--- src/rtl/cpu_run_mon_pkg.sv ---
// Shared types and helpers for the KGP-RISC run monitor.
package cpu_run_mon_pkg;

  typedef enum logic [1:0] {
    ST_IDLE    = 2'd0,
    ST_RUN     = 2'd1,
    ST_HALTED  = 2'd2,
    ST_TIMEOUT = 2'd3
  } run_state_e;

  // Width of one packed trace entry {addr, data, cycle}.
  function automatic int trc_w(input int addr_w, input int data_w, input int cnt_w);
    return addr_w + data_w + cnt_w;
  endfunction

endpackage

--- src/rtl/mon_trace_fifo.sv ---
// Synchronous FIFO for trace entries. The head entry is shown combinationally.
// A push into a full FIFO is accepted only when a pop happens on the same cycle.
module mon_trace_fifo #(
  parameter int WIDTH = 8,
  parameter int DEPTH = 8
) (
  input  logic             clk,
  input  logic             rst,
  input  logic             push,
  input  logic [WIDTH-1:0] push_data,
  input  logic             pop,
  output logic [WIDTH-1:0] head,
  output logic             full,
  output logic             empty
);

  localparam int AW = $clog2(DEPTH);
  localparam logic [AW:0] FULL_CNT = DEPTH[AW:0];

  logic [WIDTH-1:0] mem [DEPTH];
  logic [AW-1:0]    wr_ptr;
  logic [AW-1:0]    rd_ptr;
  logic [AW:0]      count;
  logic             do_push;
  logic             do_pop;

  assign do_pop  = pop && !empty;
  assign do_push = push && (!full || do_pop);

  // Pointer and occupancy tracking; pointers wrap naturally since DEPTH is a power of 2.
  always_ff @(posedge clk) begin
    if (!rst) begin
      wr_ptr <= '0;
      rd_ptr <= '0;
      count  <= '0;
    end else begin
      if (do_push) wr_ptr <= wr_ptr + 1'b1;
      if (do_pop)  rd_ptr <= rd_ptr + 1'b1;
      case ({do_push, do_pop})
        2'b10:   count <= count + 1'b1;
        2'b01:   count <= count - 1'b1;
        default: count <= count;
      endcase
    end
  end

  // Entry storage; no reset needed because validity is tracked by count.
  always_ff @(posedge clk) begin
    if (do_push) mem[wr_ptr] <= push_data;
  end

  assign head  = mem[rd_ptr];
  assign full  = (count == FULL_CNT);
  assign empty = (count == '0);

endmodule

--- src/rtl/cpu_run_monitor.sv ---
// Run monitor for the KGP-RISC CPU: shadows watched registers, detects the halt
// convention, enforces a cycle timeout and streams register writes as trace entries.
// Optional feature macro: RUN_MON_TRACE_EN builds the trace FIFO; without it the
// trc_* outputs are tied low and trc_ready is ignored.
module cpu_run_monitor
  import cpu_run_mon_pkg::*;
#(
  parameter int                          DATA_W      = 32,
  parameter int                          ADDR_W      = 5,
  parameter int                          NUM_WATCH   = 3,
  parameter logic [NUM_WATCH*ADDR_W-1:0] WATCH_IDX   = {5'd5, 5'd4, 5'd29},
  parameter int                          HALT_REG    = 1,
  parameter int                          HALT_VAL    = 1,
  parameter int                          CNT_W       = 16,
  parameter int                          TIMEOUT_CYC = 1250,
  parameter int                          FIFO_DEPTH  = 8
) (
  input  logic                        clk,
  input  logic                        rst,
  input  logic                        start,
  input  logic                        rf_we,
  input  logic [ADDR_W-1:0]           rf_waddr,
  input  logic [DATA_W-1:0]           rf_wdata,
  output logic [NUM_WATCH*DATA_W-1:0] watch_data,
  output logic [1:0]                  state,
  output logic                        done,
  output logic [CNT_W-1:0]            cycle_cnt,
  output logic                        trc_valid,
  input  logic                        trc_ready,
  output logic [ADDR_W-1:0]           trc_addr,
  output logic [DATA_W-1:0]           trc_data,
  output logic [CNT_W-1:0]            trc_cycle,
  output logic                        trc_overflow
);

  localparam logic [CNT_W-1:0]  LAST_CYC  = CNT_W'(TIMEOUT_CYC - 1);
  localparam logic [ADDR_W-1:0] HALT_ADDR = ADDR_W'(HALT_REG);
  localparam logic [DATA_W-1:0] HALT_DATA = DATA_W'(HALT_VAL);

  run_state_e       state_q;
  run_state_e       state_d;
  logic [CNT_W-1:0] cnt_q;
  logic             qual_we;
  logic             halt_hit;

  assign qual_we  = rf_we && (state_q == ST_RUN);
  assign halt_hit = qual_we && (rf_waddr == HALT_ADDR) && (rf_wdata == HALT_DATA);

  // State register; reset returns to IDLE regardless of any run in progress.
  always_ff @(posedge clk) begin
    if (!rst) state_q <= ST_IDLE;
    else      state_q <= state_d;
  end

  // Next state: halt beats timeout, and start beats everything.
  always_comb begin
    state_d = state_q;
    case (state_q)
      ST_RUN: begin
        if (halt_hit)               state_d = ST_HALTED;
        else if (cnt_q == LAST_CYC) state_d = ST_TIMEOUT;
      end
      default: state_d = state_q;
    endcase
    if (start) state_d = ST_RUN;
  end

  // Cycle counter runs only in RUN and freezes once the run ends.
  always_ff @(posedge clk) begin
    if (!rst)                  cnt_q <= '0;
    else if (start)            cnt_q <= '0;
    else if (state_q == ST_RUN) cnt_q <= cnt_q + 1'b1;
  end

  assign state     = state_q;
  assign done      = (state_q == ST_HALTED) || (state_q == ST_TIMEOUT);
  assign cycle_cnt = cnt_q;

  genvar gi;
  generate
    for (gi = 0; gi < NUM_WATCH; gi++) begin : g_watch
      logic [DATA_W-1:0] shadow_q;

      // Shadow copy of one watched register; duplicates of an index all update.
      always_ff @(posedge clk) begin
        if (!rst)
          shadow_q <= '0;
        else if (qual_we && (rf_waddr == WATCH_IDX[gi*ADDR_W +: ADDR_W]))
          shadow_q <= rf_wdata;
      end

      assign watch_data[gi*DATA_W +: DATA_W] = shadow_q;
    end
  endgenerate

`ifdef RUN_MON_TRACE_EN
  localparam int TRC_W = trc_w(ADDR_W, DATA_W, CNT_W);

  logic [TRC_W-1:0] fifo_head;
  logic             fifo_full;
  logic             fifo_empty;
  logic             fifo_pop;
  logic             ovf_q;

  assign trc_valid = !fifo_empty;
  assign fifo_pop  = trc_valid && trc_ready;

  mon_trace_fifo #(
    .WIDTH (TRC_W),
    .DEPTH (FIFO_DEPTH)
  ) u_trace_fifo (
    .clk       (clk),
    .rst       (rst),
    .push      (qual_we),
    .push_data ({rf_waddr, rf_wdata, cnt_q}),
    .pop       (fifo_pop),
    .head      (fifo_head),
    .full      (fifo_full),
    .empty     (fifo_empty)
  );

  assign {trc_addr, trc_data, trc_cycle} = fifo_head;

  // Sticky overflow flag: set when a write is lost to a full FIFO, cleared by start.
  always_ff @(posedge clk) begin
    if (!rst)                                   ovf_q <= 1'b0;
    else if (start)                             ovf_q <= 1'b0;
    else if (qual_we && fifo_full && !fifo_pop) ovf_q <= 1'b1;
  end

  assign trc_overflow = ovf_q;
`else
  logic unused_trc_ready;

  assign unused_trc_ready = trc_ready;
  assign trc_valid        = 1'b0;
  assign trc_addr         = '0;
  assign trc_data         = '0;
  assign trc_cycle        = '0;
  assign trc_overflow     = 1'b0;
`endif

endmodule

--- config.mk ---
export PLATFORM = sky130hd
export DESIGN_NAME = cpu_run_monitor
export DESIGN_NICKNAME = d
export VERILOG_FILES = /design/src/rtl/cpu_run_mon_pkg.sv /design/src/rtl/mon_trace_fifo.sv /design/src/rtl/cpu_run_monitor.sv
export SDC_FILE = /design/constraint.sdc
export NUM_CORES = 1
export LEC_CHECK = 0
export ABC_AREA = 1
export BUFFER_PORTS_ARGS = -buffer_cell sky130_fd_sc_hd__buf_2
export CAP_MARGIN = 30
export CORE_ASPECT_RATIO = 0.6
export CORE_MARGIN = 2
export CORE_UTILIZATION = 51
export DETAILED_ROUTE_END_ITERATION = 7
export GPL_TIMING_DRIVEN = 0
export PLACE_DENSITY = 0.84
export SYNTH_ARGS = -nofsm -noshare
export SYNTH_HDL_FRONTEND = slang
export SYNTH_SLANG_ARGS = --single-unit
--- constraint.sdc ---
create_clock -name clk -period 2.5 [get_ports clk]
set_input_delay 0.5 -clock clk [delete_from_list [all_inputs] [get_ports clk]]
set_output_delay 0.5 -clock clk [all_outputs]
set_load 0.02 [all_outputs]
==> results of run 1 <==
[path summary, 6_finish.rpt]
path,start,end,slack [ns],depth (start not counted)
setup / recovery,state[1],g_watch[0].shadow_q[0],0.70,7
hold / removal,start,state[0],0.35,3
setup reg to reg,state[1],g_watch[0].shadow_q[0],0.70,7
hold reg to reg,g_watch[1].shadow_q[8],g_watch[1].shadow_q[8],0.44,2
[synthesized netlist by cell type, types with 3 or more instances]
master / count / share of area (%)
dfxtp_1: 114 / 47
o21ai_0: 104 / 11
nor2_1: 96 / 7.4
inv_1: 94 / 7.3
a21oi_1: 79 / 8.1
buf_4: 59 / 9.1
nand2_1: 33 / 2.5
clkbuf_1: 24 / 1.9
nand3_1: 7 / 0.72
nand4_1: 6 / 0.77
nor3_1: 5 / 0.51
nand2_2: 3 / 0.39
nor2_4: 3 / 0.70
[layer usage]
| layer | global-route usage, % | vias up | part of all wire [%] |
|---|---|---|---|
| met3 | 7.440 | 11 | 8.9 |
| met2 | 39.27 | 214 | 43 |
| met5 | 0 | - | 0 |
| met1 | 36.42 | 2123 | 47 |
| met4 | 9.785 | 0 | 1.1 |
| li1 | - | 2387 | - |
[metrics by stage]
step / cells / worst slack (ns)
finish: 1011 / 0.7019
global route: 1011 / 0.5595
CTS: 1011 / 0.7241
detailed placement: 981 / 0.5525
global placement: 981 / 0.5808
floorplan: 696 / 1.012
[report_power, final]
group	switching, uW	internal [uW]	total [uW]
clock	768	1660	2430
sequential	8.35	1830	1840
combinational	215	122	337
[logic make-up after synthesis]
kind of cell | synth area share (%)
AO/OA/AOI/OAI | 18.85
XOR/XNOR | 0.1803
adder cells (fa/ha/maj) | 0.5149
buffers and inverters | 18.49
flip-flops | 46.96
other | 0.07717
AND/OR/NAND/NOR | 14.93
[cell type report]
| type | instances | area share (%) |
|---|---|---|
| clock inverter | 5 | 1.517 |
| sequential | 114 | 34.60 |
| timing repair buffer | 155 | 11.76 |
| multi-input combinational | 402 | 28.53 |
| buffer | 84 | 8.156 |
| tap | 130 | 2.466 |
| clock buffer | 25 | 7.511 |
| inverter | 96 | 5.463 |
[state kept, by name, indices dropped and copies added (netlist names)]
signal / flops
cycle_cnt: 16
state: 2
g_watch.shadow_q: 96
[worst max-delay path: cells and delay by family (launching register included)]
| kind | cells | cell delay, ns |
|---|---|---|
| flip-flops | 1 | 0.36 |
| buffers and inverters | 3 | 0.54 |
| AO/OA/AOI/OAI | 2 | 0.34 |
| AND/OR/NAND/NOR | 2 | 0.42 |
==> impl_metrics.csv, run 1 <==
group,metric,value,unit
placed_design,placed_area,0.006001,mm^2
placed_design,dp_hpwl,9996,um
clock_network,cts_buffers,17,
finish,diodes,0,
detailed_routing,wl_per_cell,13.38,um
placed_design,io_buffers,155,
finish,nFillCells,790,
clock_network,insertion_delay,0.40,ns
detailed_routing,first_iter_violations,286,
finish,fin_util,71.52,%
timing,finalCriticalPeriod,1.798,ns
worst_setup_path,crit_path_cell_trace,"inv_1 > nand3_1 > inv_2 > nand4_2 > clkbuf_1 > o21ai_0 > a21oi_1",
synthesis,ys_warn_count,0,
finish,nNetsFinal,914,
worst_setup_path,cp.arrival,2.06,ns
power_and_ir_drop,finalPower,4603,uW
worst_setup_path,crit_path_end_kind,"register",
global_routing,grt_max_degree,17,
clock_network,clkSinkCount,114,
timing,hold_ws,0.3529,ns
worst_setup_path,critPathLaunchType,"register",
timing,finClkSkew,0.007504,ns
synthesis,syn_avg_cell_area,7.570,um^2
floorplanning,dieArea,0.01035,mm^2
clock_network,cts_setup_buffers,0,
timing,tightest_slew,0.5969,ns
timing,setup_violations,0,
min_path,hp-class,"primary input to register",
floorplanning,die_h,79.61,um
power_and_ir_drop,vdd_drop_max,0.5163,mV
finish,area_delta_synth_final,35.74,%
synthesis,synth_edf_count,0,
synthesis,synthArstFlopShare,0,%
timing,period_share,71.92,%
timing,finalHoldViolCount,0,
detailed_routing,drt-total-wl,13530,um
detailed_routing,drc,0,
synthesis,ys_seq_area_share,46.96,%
clock_network,cts_tree,"built",
synthesis,yosysUniqueCellTypes,25,
global_routing,antenna_found_initial,0,
detailed_routing,via_per_inst,4.683,
floorplanning,io_pins,212,
global_routing,grt_pass1_vias,4106,
outcome,outcome,"complete, no violations",
clock_network,cts_max_level,4,
placed_design,gp_congestion,0.8996,
global_routing,grt_pass1_wl,20870,um
finish,multi_input_comb_area,0.001882,mm^2
floorplanning,rows,27,
clock_network,clkTransAtPathRegs,0.05,ns
global_routing,track_usage,26.38,%
finish,layout-drive-gt1-share,28.94,%
floorplanning,initial_core_util,52.69,%
detailed_routing,first_pass_iters,4,
detailed_routing,vias,4735,
timing,max_freq,556.1,MHz
finish,fin_area,0.006596,mm^2
timing,setup_tns,0,ns
floorplanning,coreArea,0.009223,mm^2
worst_setup_path,worst_ep_required_time,2.76,ns
worst_setup_path,slowest_delay,0.36,ns
worst_setup_path,cp_max_fo,10,
floorplanning,die_w,130.0,um
synthesis,synth_area,0.004860,mm^2
power_and_ir_drop,leakage,0.003185,uW
worst_setup_path,setup.worst_path.class,"register to register",
worst_setup_path,cpMaxStageDelayCell,"dfxtp_1",
timing,rsz0062_at_grt,"false",
synthesis,syn_inst,642,
detailed_routing,ant_nets,0,
clock_network,cts-root-buf,"clkbuf_16",
finish,layout_common_cells,"156 x buf_2, 114 x dfxtp_1, 104 x o21ai_0, 96 x nor2_1, 94 x inv_1",
timing,slew_headroom,60.21,%
clock_network,cts_resized,0,
finish,register_area,0.002282,mm^2
synthesis,ys_seq_elements,114,
clock_network,cts.path.max_buffers,2,
clock_network,hold_buffers,0,
synthesis,synthFlopType,"dfxtp_1",
finish,final_common_cell,"buf_2",
flow_run,maxCapViolations,0,
global_routing,overflow,0,
timing,drv_slew,0,
power_and_ir_drop,power_density,697.8,mW/mm^2
Note: power is estimated with default switching activity, not from simulation.
==> run 2, diff against run 1 <==
- CORE_UTILIZATION: 51 -> 47
- PLACE_DENSITY: 0.84 -> 0.78
- clock period: 2.5 -> 1.73 ns (I/O delays scaled with it)
==> run 2 against run 1 <==
Clock skew grew 0.0029 ns. Fmax grew 9.0%. Via count is essentially flat. Core utilization shrank 5.2 points. Total power grew 41%. Sequential share of layout area is essentially flat. Die area grew 8.2%. Flip-flop and latch count is the same. Sequential power grew 44%. Global-route usage shrank 1.9 points. Register-to-register slack lost 0.62 ns. Critical path type unchanged. Clock power grew 37%.
==> impl_metrics.csv, run 2 (synthesis results as in run 1) <==
group,metric,value,unit
global_routing,grt_pass1_wl,20730,um
outcome,outcome,"complete, no violations",
power_and_ir_drop,p_clk_share,51.5,%
clock_network,clkTransAtPathRegs,0.05,ns
worst_setup_path,crit_path_end_kind,"register",
finish,top_register,"g_watch.shadow_q",
finish,diodes,0,
clock_network,cts.path.max_buffers,2,
floorplanning,die_w,135.3,um
global_routing,overflow,0,
worst_setup_path,worst_ep_required_time,2.01,ns
flow_run,maxCapViolations,0,
floorplanning,die_h,82.77,um
finish,fin_util,66.30,%
finish,nNetsFinal,914,
global_routing,grt_max_degree,17,
placed_design,dp_hpwl,10380,um
timing,drv_slew,0,
finish,area_delta_synth_final,35.74,%
power_and_ir_drop,vdd_drop_max,0.7994,mV
finish,layout-drive-gt1-share,30.50,%
floorplanning,dieArea,0.01120,mm^2
floorplanning,rows,28,
placed_design,io_buffers,155,
finish,largest_reg_flops,96,
placed_design,dpl_worst_slack,-0.1297,ns
detailed_routing,first_iter_violations,269,
global_routing,track_usage,24.51,%
power_and_ir_drop,power.internal,4917,uW
detailed_routing,wl_per_cell,13.46,um
placed_design,gp_congestion,0.8896,
finish,layout_common_cells,"158 x buf_2, 113 x dfxtp_1, 102 x o21ai_0, 95 x nor2_1, 94 x inv_1",
timing,period_share,95.37,%
timing,fin_ws,0.08002,ns
timing,setup_violations,0,
power_and_ir_drop,combPwrFrac,7.6,%
detailed_routing,drc,0,
power_and_ir_drop,sw_frac_of_total,24.19,%
floorplanning,coreArea,0.009950,mm^2
min_path,hp-class,"primary input to register",
global_routing,antenna_found_initial,0,
timing,finClkSkew,0.01039,ns
clock_network,cts_setup_buffers,0,
clock_network,clkSinkCount,114,
global_routing,grt_pass1_vias,4072,
detailed_routing,via_per_inst,4.660,
timing,finalCriticalPeriod,1.650,ns
worst_setup_path,critPathLaunchType,"register",
power_and_ir_drop,power.switching,1569,uW
clock_network,cts_max_level,4,
floorplanning,io_pins,212,
clock_network,cts-root-buf,"clkbuf_16",
clock_network,cts_buffers,17,
detailed_routing,drt-total-wl,13690,um
detailed_routing,ant_nets,0,
floorplanning,initial_core_util,48.84,%
power_and_ir_drop,seq_power_share,40.9,%
detailed_routing,first_pass_iters,6,
clock_network,cts_tree,"built",
detailed_routing,vias,4739,
power_and_ir_drop,power_density,983.3,mW/mm^2
timing,max_freq,606.1,MHz
worst_setup_path,cp.arrival,1.93,ns
worst_setup_path,setup.worst_path.class,"register to register",
worst_setup_path,cp_max_fo,10,
finish,final_common_cell,"buf_2",
power_and_ir_drop,leakage,0.003167,uW
timing,finalHoldViolCount,0,
clock_network,insertion_delay,0.41,ns
## run 2: changes by cell type in the layout (fill, tap and decap cells not counted), sizes merged
cell,change
buf,+2
bufinv,-1
clkbuf,-10
clkinv,+4
clkinvlp,+6
## run 2: path summary, 6_finish.rpt
check	startpoint	endpoint	slack [ns]	cells after the start
setup / recovery	state[1]	g_watch[1].shadow_q[23]	0.08	7
hold / removal	start	state[0]	0.18	3
setup reg to reg	state[1]	g_watch[1].shadow_q[23]	0.08	7
hold reg to reg	g_watch[1].shadow_q[20]	g_watch[1].shadow_q[20]	0.44	2
## run 2: stage by stage
stage / hold WS [ns] / instance area (um^2) / TNS [ns] / std cells / total power (uW)
floorplan: 0.4634 / 5062 / 0 / 696 / 3050
global placement: 0.4313 / 6007 / -0.1700 / 986 / 3183
detailed placement: 0.4337 / 6007 / -0.3614 / 986 / 3186
CTS: 0.1697 / 6585 / 0 / 1017 / 6504
global route: 0.1921 / 6596 / -0.01899 / 1017 / 6692
finish: 0.1760 / 6596 / 0 / 1017 / 6486
## run 2: routing by layer
metal | global-route usage, % | up-vias | routed length (um)
li1 | - | 2390 | -
met1 | 34.76 | 2123 | 6650
met2 | 34.97 | 200 | 5610
met3 | 6.777 | 26 | 1147
met4 | 10.42 | 0 | 283
met5 | 0 | - | 0
## run 2: critical path: stages (launching register included)
cell and delay [ns]:
dfxtp_1 0.35, inv_1 0.09, nand3_1 0.14, inv_2 0.13
nand4_1 0.24, buf_2 0.28, o21ai_0 0.22, a21oi_1 0.06
## run 2: area by class of cell
| type | instances | area, um^2 |
|---|---|---|
| fillers | 912 | 3353 |
| flip-flops and latches | 114 | 2283 |
| multi-input cells | 402 | 1893 |
| repair buffers | 155 | 775.7 |
| plain buffers | 84 | 546.8 |
| clock buffers | 17 | 425.4 |
| inverters | 96 | 360.3 |
| well taps | 135 | 168.9 |
| clock inverters | 14 | 142.6 |
## run 2: power groups by stage
stage / logic (uW) / registers [uW] / clock network, uW
floorplan: 321 / 2730 / 0
global placement: 474 / 2710 / 0
detailed placement: 476 / 2710 / 0
CTS: 482 / 2650 / 3370
global route: 537 / 2660 / 3500
finish: 493 / 2650 / 3340
## run 2: repair_timing
action / in CTS / in global routing
hold buffers: 0 / 0
gates resized for setup: 2 / 18
endpoints found under the setup margin: 3 / 34
